### config.mk
export PLATFORM = sky130hd
export DESIGN_NAME = fifo_wr_arbiter_non2n
export DESIGN_NICKNAME = d
export VERILOG_FILES = /design/src/rtl/fifo_arb_pkg.sv /design/src/rtl/rr_pick_non2n.sv /design/src/rtl/fifo_wr_arbiter_non2n.sv
export SDC_FILE = /design/constraint.sdc
export NUM_CORES = 1
export LEC_CHECK = 0
export BUFFER_PORTS_ARGS = -buffer_cell sky130_fd_sc_hd__buf_2
export CORE_MARGIN = 2
export CORE_UTILIZATION = 30
export DETAILED_ROUTE_END_ITERATION = 12
export PLACE_DENSITY = 0.61
export SKIP_LAST_GASP = 1
export SYNTH_ARGS = -nofsm -noshare
export SYNTH_HDL_FRONTEND = slang
export SYNTH_SLANG_ARGS = --single-unit
### constraint.sdc
create_clock -name wclk -period 2.2 [get_ports wclk]
set_input_delay 0.66 -clock wclk [delete_from_list [all_inputs] [get_ports wclk]]
set_output_delay 0.66 -clock wclk [all_outputs]
set_load 0.01 [all_outputs]
### src/rtl/fifo_arb_pkg.sv
`default_nettype none
// ============================================================================
//  Module   : fifo_arb_pkg
//  Purpose  : Shared types and helpers for the non-power-of-2 FIFO write
//             arbiter and its round-robin picker.
//  Revision : 1.0  initial release
// ============================================================================
package fifo_arb_pkg;

  // Arbiter FSM states
  typedef enum logic [0:0] {
    IDLE  = 1'b0,
    GRANT = 1'b1
  } arb_state_t;

  // Width of the optional stall counter
  localparam int STALL_CNT_W = 16;

  // Ceiling log2, usable in constant expressions
  function automatic int clog2(input int value);
    int r;
    r = 0;
    for (int i = 0; i < 31; i++) begin
      if ((1 << i) < value) r = i + 1;
    end
    return r;
  endfunction

endpackage
`default_nettype wire

### src/rtl/rr_pick_non2n.sv
`default_nettype none
// ============================================================================
//  Module   : rr_pick_non2n
//  Purpose  : Combinational round-robin picker. Returns the first set request
//             bit searching upward from (last+1) mod NUM_REQ with wrap-around.
//             Works for any NUM_REQ, not only powers of two.
//  Revision : 1.0  initial release
// ============================================================================
module rr_pick_non2n
  import fifo_arb_pkg::*;
#(
  parameter int NUM_REQ  = 4,
  parameter int ID_WIDTH = 2
) (
  input  logic [NUM_REQ-1:0]  req,
  input  logic [ID_WIDTH-1:0] last,
  output logic                found,
  output logic [ID_WIDTH-1:0] idx
);

  // Scan from farthest to nearest candidate so the nearest set bit wins last
  always_comb begin
    logic [ID_WIDTH-1:0] cand;
    found = 1'b0;
    idx   = '0;
    cand  = '0;
    for (int k = NUM_REQ; k >= 1; k--) begin
      cand = ID_WIDTH'((int'(last) + k) % NUM_REQ);
      if (req[cand]) begin
        found = 1'b1;
        idx   = cand;
      end
    end
  end

endmodule
`default_nettype wire

### src/rtl/fifo_wr_arbiter_non2n.sv
`default_nettype none
// ============================================================================
//  Module   : fifo_wr_arbiter_non2n
//  Purpose  : Round-robin arbiter sharing the single write port of the
//             non-power-of-2 async FIFO among NUM_REQ producers. Grants one
//             producer for up to MAX_BURST beats, then rotates priority, with
//             a one-cycle arbitration bubble between grants. Never writes
//             while the FIFO is full.
//  Options  : FIFO_WR_ARB_STALL_CNT_EN adds stall_clr / stall_cnt, counting
//             cycles where the owner requests but the FIFO is full.
//  Revision : 1.0  initial release
// ============================================================================
module fifo_wr_arbiter_non2n
  import fifo_arb_pkg::*;
#(
  parameter int NUM_REQ    = 4,
  parameter int DATA_WIDTH = 8,
  parameter int MAX_BURST  = 16,
  parameter int ID_WIDTH   = 2
) (
  input  logic                          wclk,
  input  logic                          wrst,
  input  logic [NUM_REQ-1:0]            req,
  input  logic [NUM_REQ*DATA_WIDTH-1:0] req_data,
  output logic [NUM_REQ-1:0]            ack,
  input  logic                          fifo_full,
  output logic                          fifo_w_en,
  output logic [DATA_WIDTH-1:0]         fifo_wdata,
  output logic [ID_WIDTH-1:0]           grant_id,
  output logic                          busy
`ifdef FIFO_WR_ARB_STALL_CNT_EN
  ,
  input  logic                          stall_clr,
  output logic [STALL_CNT_W-1:0]        stall_cnt
`endif
);

  localparam int BEAT_W = clog2(MAX_BURST + 1);

  arb_state_t          r_state;
  arb_state_t          w_state_nxt;
  logic [ID_WIDTH-1:0] r_grant_id;
  logic [ID_WIDTH-1:0] r_last;
  logic [BEAT_W-1:0]   r_beat_cnt;
  logic                w_pick_found;
  logic [ID_WIDTH-1:0] w_pick_idx;
  logic                w_req_own;
  logic                w_w_en;
  logic                w_burst_done;

  rr_pick_non2n #(
    .NUM_REQ  (NUM_REQ),
    .ID_WIDTH (ID_WIDTH)
  ) u_pick (
    .req   (req),
    .last  (r_last),
    .found (w_pick_found),
    .idx   (w_pick_idx)
  );

  assign w_req_own    = req[r_grant_id];
  assign busy         = (r_state == GRANT);
  assign w_w_en       = busy & w_req_own & ~fifo_full;
  // The accepted beat that brings the count up to MAX_BURST ends the burst
  assign w_burst_done = w_w_en && (r_beat_cnt == BEAT_W'(MAX_BURST - 1));
  assign fifo_w_en    = w_w_en;
  assign fifo_wdata   = req_data[r_grant_id*DATA_WIDTH +: DATA_WIDTH];
  assign grant_id     = r_grant_id;

  // One-hot accept strobe to the current owner
  always_comb begin
    ack             = '0;
    ack[r_grant_id] = w_w_en;
  end

  // State register
  always_ff @(posedge wclk or posedge wrst) begin
    if (wrst) r_state <= IDLE;
    else      r_state <= w_state_nxt;
  end

  // Next-state: arbitrate in IDLE, release on burst end or owner dropping req
  always_comb begin
    w_state_nxt = r_state;
    case (r_state)
      IDLE:    if (w_pick_found) w_state_nxt = GRANT;
      GRANT:   if (w_burst_done || !w_req_own) w_state_nxt = IDLE;
      default: w_state_nxt = IDLE;
    endcase
  end

  // Grant owner, round-robin pointer and beat counter
  always_ff @(posedge wclk or posedge wrst) begin
    if (wrst) begin
      r_grant_id <= '0;
      r_last     <= ID_WIDTH'(NUM_REQ - 1);
      r_beat_cnt <= '0;
    end else if (r_state == IDLE && w_pick_found) begin
      r_grant_id <= w_pick_idx;
      r_last     <= w_pick_idx;
      r_beat_cnt <= '0;
    end else if (w_w_en) begin
      r_beat_cnt <= r_beat_cnt + BEAT_W'(1);
    end
  end

`ifdef FIFO_WR_ARB_STALL_CNT_EN
  logic [STALL_CNT_W-1:0] r_stall_cnt;

  // Saturating count of owner-requesting cycles blocked by a full FIFO
  always_ff @(posedge wclk or posedge wrst) begin
    if (wrst) begin
      r_stall_cnt <= '0;
    end else if (stall_clr) begin
      r_stall_cnt <= '0;
    end else if (busy && w_req_own && fifo_full && (r_stall_cnt != '1)) begin
      r_stall_cnt <= r_stall_cnt + STALL_CNT_W'(1);
    end
  end

  assign stall_cnt = r_stall_cnt;
`endif

endmodule
`default_nettype wire

Word level (Yosys, flattened, before mapping)
Index checks and enable logic that the tools add are counted.
W data, S select, Z words.

cells by class
  bitwise logic cells = 5
  $mul = 0
  shift operators = 1
  reduce and logical (&&, ||, !) cells = 6
  div/mod/pow operators = 0
  add/subtract/negate cells = 5
  equal/unequal tests = 1
  mux-type cells = 25
  magnitude comparators = 6

operator list
  kind                   count
  $shiftx A32 B6 Y8      1
  $lt A2 B3 Y1 const B   5
  $mux W1                12
  $bmux W1 S2            5
  $mux W5                2
  $mux W2                4
  $add A5 B1 Y5 const B  1
  $eq A5 B4 Y1 const B   1
  $add A2 B1 Y2 const B  2
  $add A2 B2 Y2 const B  2
  $and A4 B4 Y4          1
  $logic_and A1 B1 Y1    3
  $and A1 B1 Y1          2
  $demux W1 S2           1
  $ge A2 B1 Y1 const B   1
  $not A1 Y1             2
  $pmux W1 S2            1
  $reduce_bool A2 Y1     1
  $logic_not A1 Y1       1
  $logic_or A1 B1 Y1     1

storage, ports and cells
  flip-flop bits (word level) = 10
  bits in latches = 0
  memory bits (read-only) = 0
  RAM bits = 0
  memories = 0
  logic and storage cells = 53
  input port bits = 39
  output and inout port bits = 16

Longest topological paths before layout
  depth in word-level cells = 9
  gate-level depth with buffers = 5
  depth with buffers taken out = 5

Modules after synthesis
Synthesis repeated with hierarchy kept, for this count alone.

second synthesis, totals
  cells, all modules = 79
  area, all modules = 822.0 um^2

modules (own cells, without submodules)
  module                 times used  area each (um^2)  cells an instance  sequential area each (um^2)
  fifo_wr_arbiter_non2n  1           730.7             65                 252.7
  rr_pick_non2n          1           91.3              14                 0.0

Worst setup path after synthesis
OpenSTA, ideal clock, no wires.

  path kind = register to output
  start point = register r_grant_id[0], in the netlist grant_id[0]
  end point = output fifo_wdata[0]
  path slack = 0.162 ns
  arrival = 1.378 ns
  buffers on the path = 2
  required time = 1.540 ns
  cell stages (with the launch flop) = 4
  cell sequence = dfrtp_1 > buf_2 > buf_2 > mux4_2

on the way
  longest elaborated chain between the ends = 1

ends and longest elaborated chain
  what                      line                         text
  start: declaration        fifo_wr_arbiter_non2n.sv:42  logic [ID_WIDTH-1:0] r_grant_id;
  start signal: assignment  fifo_wr_arbiter_non2n.sv:99  r_grant_id <= w_pick_idx;
  $shiftx A32 B6 Y8         fifo_wr_arbiter_non2n.sv:67  assign fifo_wdata = req_data[r_grant_id*DATA_WIDTH +: DATA_WIDTH];
  end: declaration          fifo_wr_arbiter_non2n.sv:28  output logic [DATA_WIDTH-1:0] fifo_wdata,

No other way between the ends.

Final worst setup path
  start point = input fifo_full
  end point = output ack[1]

on the way
  longest elaborated chain between the ends = 3

ends and longest elaborated chain
  what                            line                         text
  start: declaration              fifo_wr_arbiter_non2n.sv:26  input logic fifo_full,
  $not A1 Y1                      fifo_wr_arbiter_non2n.sv:63  assign w_w_en = busy & w_req_own & ~fifo_full;
  $and A1 B1 Y1                   fifo_wr_arbiter_non2n.sv:63
  $and A4 B4 Y4 (no source line)  -
  end: declaration                fifo_wr_arbiter_non2n.sv:25  output logic [NUM_REQ-1:0] ack,

No other way between the ends.

==> results_dict.tcl <==
set metrics [dict create \
    status "finished, final reports clean" \
    drt-initial-drc-count 18 \
    slew_viol_final 0 \
    arrival_ns 1.51 \
    clock_latency_ns 0.26 \
    fin_nets 175 \
    final-seq-area_um2 254 \
    syn_to_final_growth_pct 49.6 \
    period_needed_ns 2.17 \
    die_y_um 55.7 \
    syn_nets 113 \
    overflow 0 \
    pwr-share-comb 0.620 \
    start_util 0.321 \
    grt_max_degree 14 \
    hpwlAfterDp_um 1810 \
    seq_power_share 0.256 \
    numCtsBuffers 3 \
    final_hold_viol_count 0 \
    r2r_slack_ns 0.61 \
    vdd_ir_drop_max_v 0.000580 \
    routed_wl_um 2080 \
    multi_input_area_um2 532 \
    cp_data_required_time_ns 1.54 \
    clock_skew_ns 0.00301 \
    cts_max_level 1 \
    coreArea_um2 2500 \
    port_buffers 54 \
    num_vias 824 \
    endpoint_kind "output port" \
    post-route-util 0.480 \
    die_area_um2 3100 \
    p_int_mw 0.809 \
    post_drt_wl_per_cell_um 12.8 \
    ant_nets 0 \
    netlist.top_cell.by_area "dfrtp_1" \
    grt_pass1_wl_um 3480 \
    synth_cell_types 30 \
    crit_type "primary input to output port" \
    avgSynthCellArea_um2 11.1 \
    post_cts_buffers 0 \
    swShare 0.384 \
    ys_top_cells_by_area "dfrtp_1 (25%), mux4_2 (22%), dfstp_2 (6.6%)" \
    r2r_cells 7 \
    dr.pass1.iters 4 \
    grt_usage 0.137 \
    place_congestion 0.823 \
    dp.cells 159 \
    instances_no_fill 163 \
    rsz0062_at_grt "true" \
    max_freq_mhz 461 \
    rows 18 \
    cts_sinks 10 \
    root_buffer "clkbuf_4" \
    fillers 239 \
    hold-worst-slack_ns 0.349 \
    crit_top_cell "buf_2" \
    r2r-start "grant_id[0]" \
    crit_start "fifo_full" \
    cts_resized 1 \
    grt_pass1_vias 792 \
    cap_violations 0 \
    cts_tree "done" \
    vias_per_cell 5.06 \
    synth-seq-cells 10 \
    p_per_area_nw_per_um2 1090 \
    clk_path_buf_depth 2 \
    netlist_instances 72 \
    postCtsHoldBufs 0 \
    finalCritPeriodShare 0.986 \
    yosysWarnings 0 \
    drive_gt1_frac 0.632 \
    crit_chain "buf_2 -> or3b_4 -> nor3b_1 -> buf_2" \
    tightest_slew_ns 0.363 \
    slowest_delay_ns 0.40 \
    drc 0 \
    max_slew_margin 0.758 \
    r2r_end "r_beat_cnt[1]" \
    setup_viol 0 \
    p_clk_frac 0.124 \
    p_total_mw 1.31 \
    ioPinCount 55 \
    antenna_found_initial 0 \
    startpoint_type "primary input" \
    p_leak_nw 0.619 \
    slowest_stage "or3b_4" \
    synth_top_area_frac 0.250 \
    die_width_um 55.7 \
    yosysSeqAreaShare 0.315 \
    crit_fanout 3 \
    cts.clk_slew.worst_paths_ns 0.06 \
    syn-cell-area_um2 802 \
    diodes 0 \
    min_path_type "primary input to asynchronous set/reset pin" \
    p_switching_mw 0.505 \
]
-- per-stage QoR --
stage               worst slack [ns]  cell area (um2)  TNS, ns
floorplan                      0.162              802        0
global placement              0.0389             1140        0
detailed placement            0.0163             1140        0
CTS                           0.0147             1180        0
global route                 -0.0312             1200   -0.105
finish                        0.0307             1200        0
-- synthesized netlist by cell type --
library cell	n
a21o_1	2
o21a_1	1
nand2b_1	2
and3_1	1
a221oi_1	1
nor3_1	4
nor2_1	7
nor3b_1	2
a21boi_0	1
inv_1	5
or2_2	1
o21ai_0	1
nand4_2	1
dfstp_2	2
o22ai_4	1
nor2b_1	2
nor4_1	1
o221a_2	1
buf_2	2
mux2i_1	5
xnor2_1	1
a41o_2	1
nand3b_1	2
mux4_2	8
a211oi_1	1
dfrtp_1	8
ha_1	2
buf_1	1
nand2_1	4
or3b_4	1
-- cells in the final DEF (no fill, tap or decap) --
cell type	Yosys	final
or2_2	1	1
dfrtp_2	0	1
a221oi_1	1	1
xnor2_1	1	1
nor2_1	7	7
o21ai_0	1	1
buf_4	0	6
nand2b_1	2	2
o221a_2	1	1
nand2_1	4	4
mux2i_1	5	5
nor4_1	1	1
nand3b_1	2	2
or3b_4	1	1
a41o_2	1	1
clkbuf_8	0	1
ha_1	2	2
clkbuf_4	0	3
mux4_2	8	8
o22ai_4	1	1
inv_1	5	5
buf_6	0	1
dfrtp_1	8	7
nor2b_1	2	2
nor3b_1	2	1
o21a_1	1	1
buf_2	2	53
nand4_2	1	1
nor3_1	4	2
a211oi_1	1	1
and3_1	1	1
a21o_1	2	2
nor3_2	0	2
dfstp_2	2	2
a21boi_0	1	1
nor3b_2	0	1
-- worst max-delay path, delay by kind of cell --
| family | cells | cell delay [ns] |
|---|---|---|
| and+or+nand+nor | 2 | 0.59 |
| buffers and inverters | 2 | 0.27 |
-- how the worst max path moves through the flow --
stage,slack [ns],endpoint
5_1_grt,-0.03,fifo_wdata[7]
4_1_cts,0.01,ack[0]
3_3_place_gp,0.04,fifo_w_en
2_1_floorplan,0.16,fifo_wdata[0]
3_5_place_dp,0.02,ack[0]
6_report,0.03,ack[1]
-- cell type report --
cell class              instances  share of cell area
clock buffers                   4              0.0302
inverters                       5              0.0156
multi-input cells              54               0.443
flip-flops and latches         10               0.212
well taps                      30              0.0313
repair buffers                 60               0.268
-- cells by family (layout without fill, tap and decap cells) --
kind of cell	after synthesis	in the layout	share of synthesized area
flops	10	10	0.315
mux	13	13	0.287
xor+xnor	1	1	0.0109
simple gates	28	28	0.198
compound gates	10	10	0.117
fa+ha+maj	2	2	0.0312
buf+inv	8	69	0.0406
-- state kept, by name, indices dropped and copies added, names as in the netlist --
signal      flops
busy            1
grant_id        2
r_last          2
r_beat_cnt      5
-- routing by layer --
layer | part of all wire | routed length (um) | GRT usage
met5 | 0 | 0 | 0
met4 | 0.012 | 25 | 0.0523
met3 | 0.11 | 232 | 0.0419
met2 | 0.51 | 1060 | 0.243
met1 | 0.36 | 759 | 0.152
-- power groups by stage --
stage	clock [mW]	sequential, mW	combinational (mW)
2_1_floorplan	0	0.337	0.535
3_3_place_gp	0	0.333	0.798
3_5_place_dp	0	0.338	0.809
4_1_cts	0.171	0.337	0.811
5_1_grt	0.181	0.349	0.897
6_report	0.163	0.336	0.814
(Power assumes the default switching activity.)
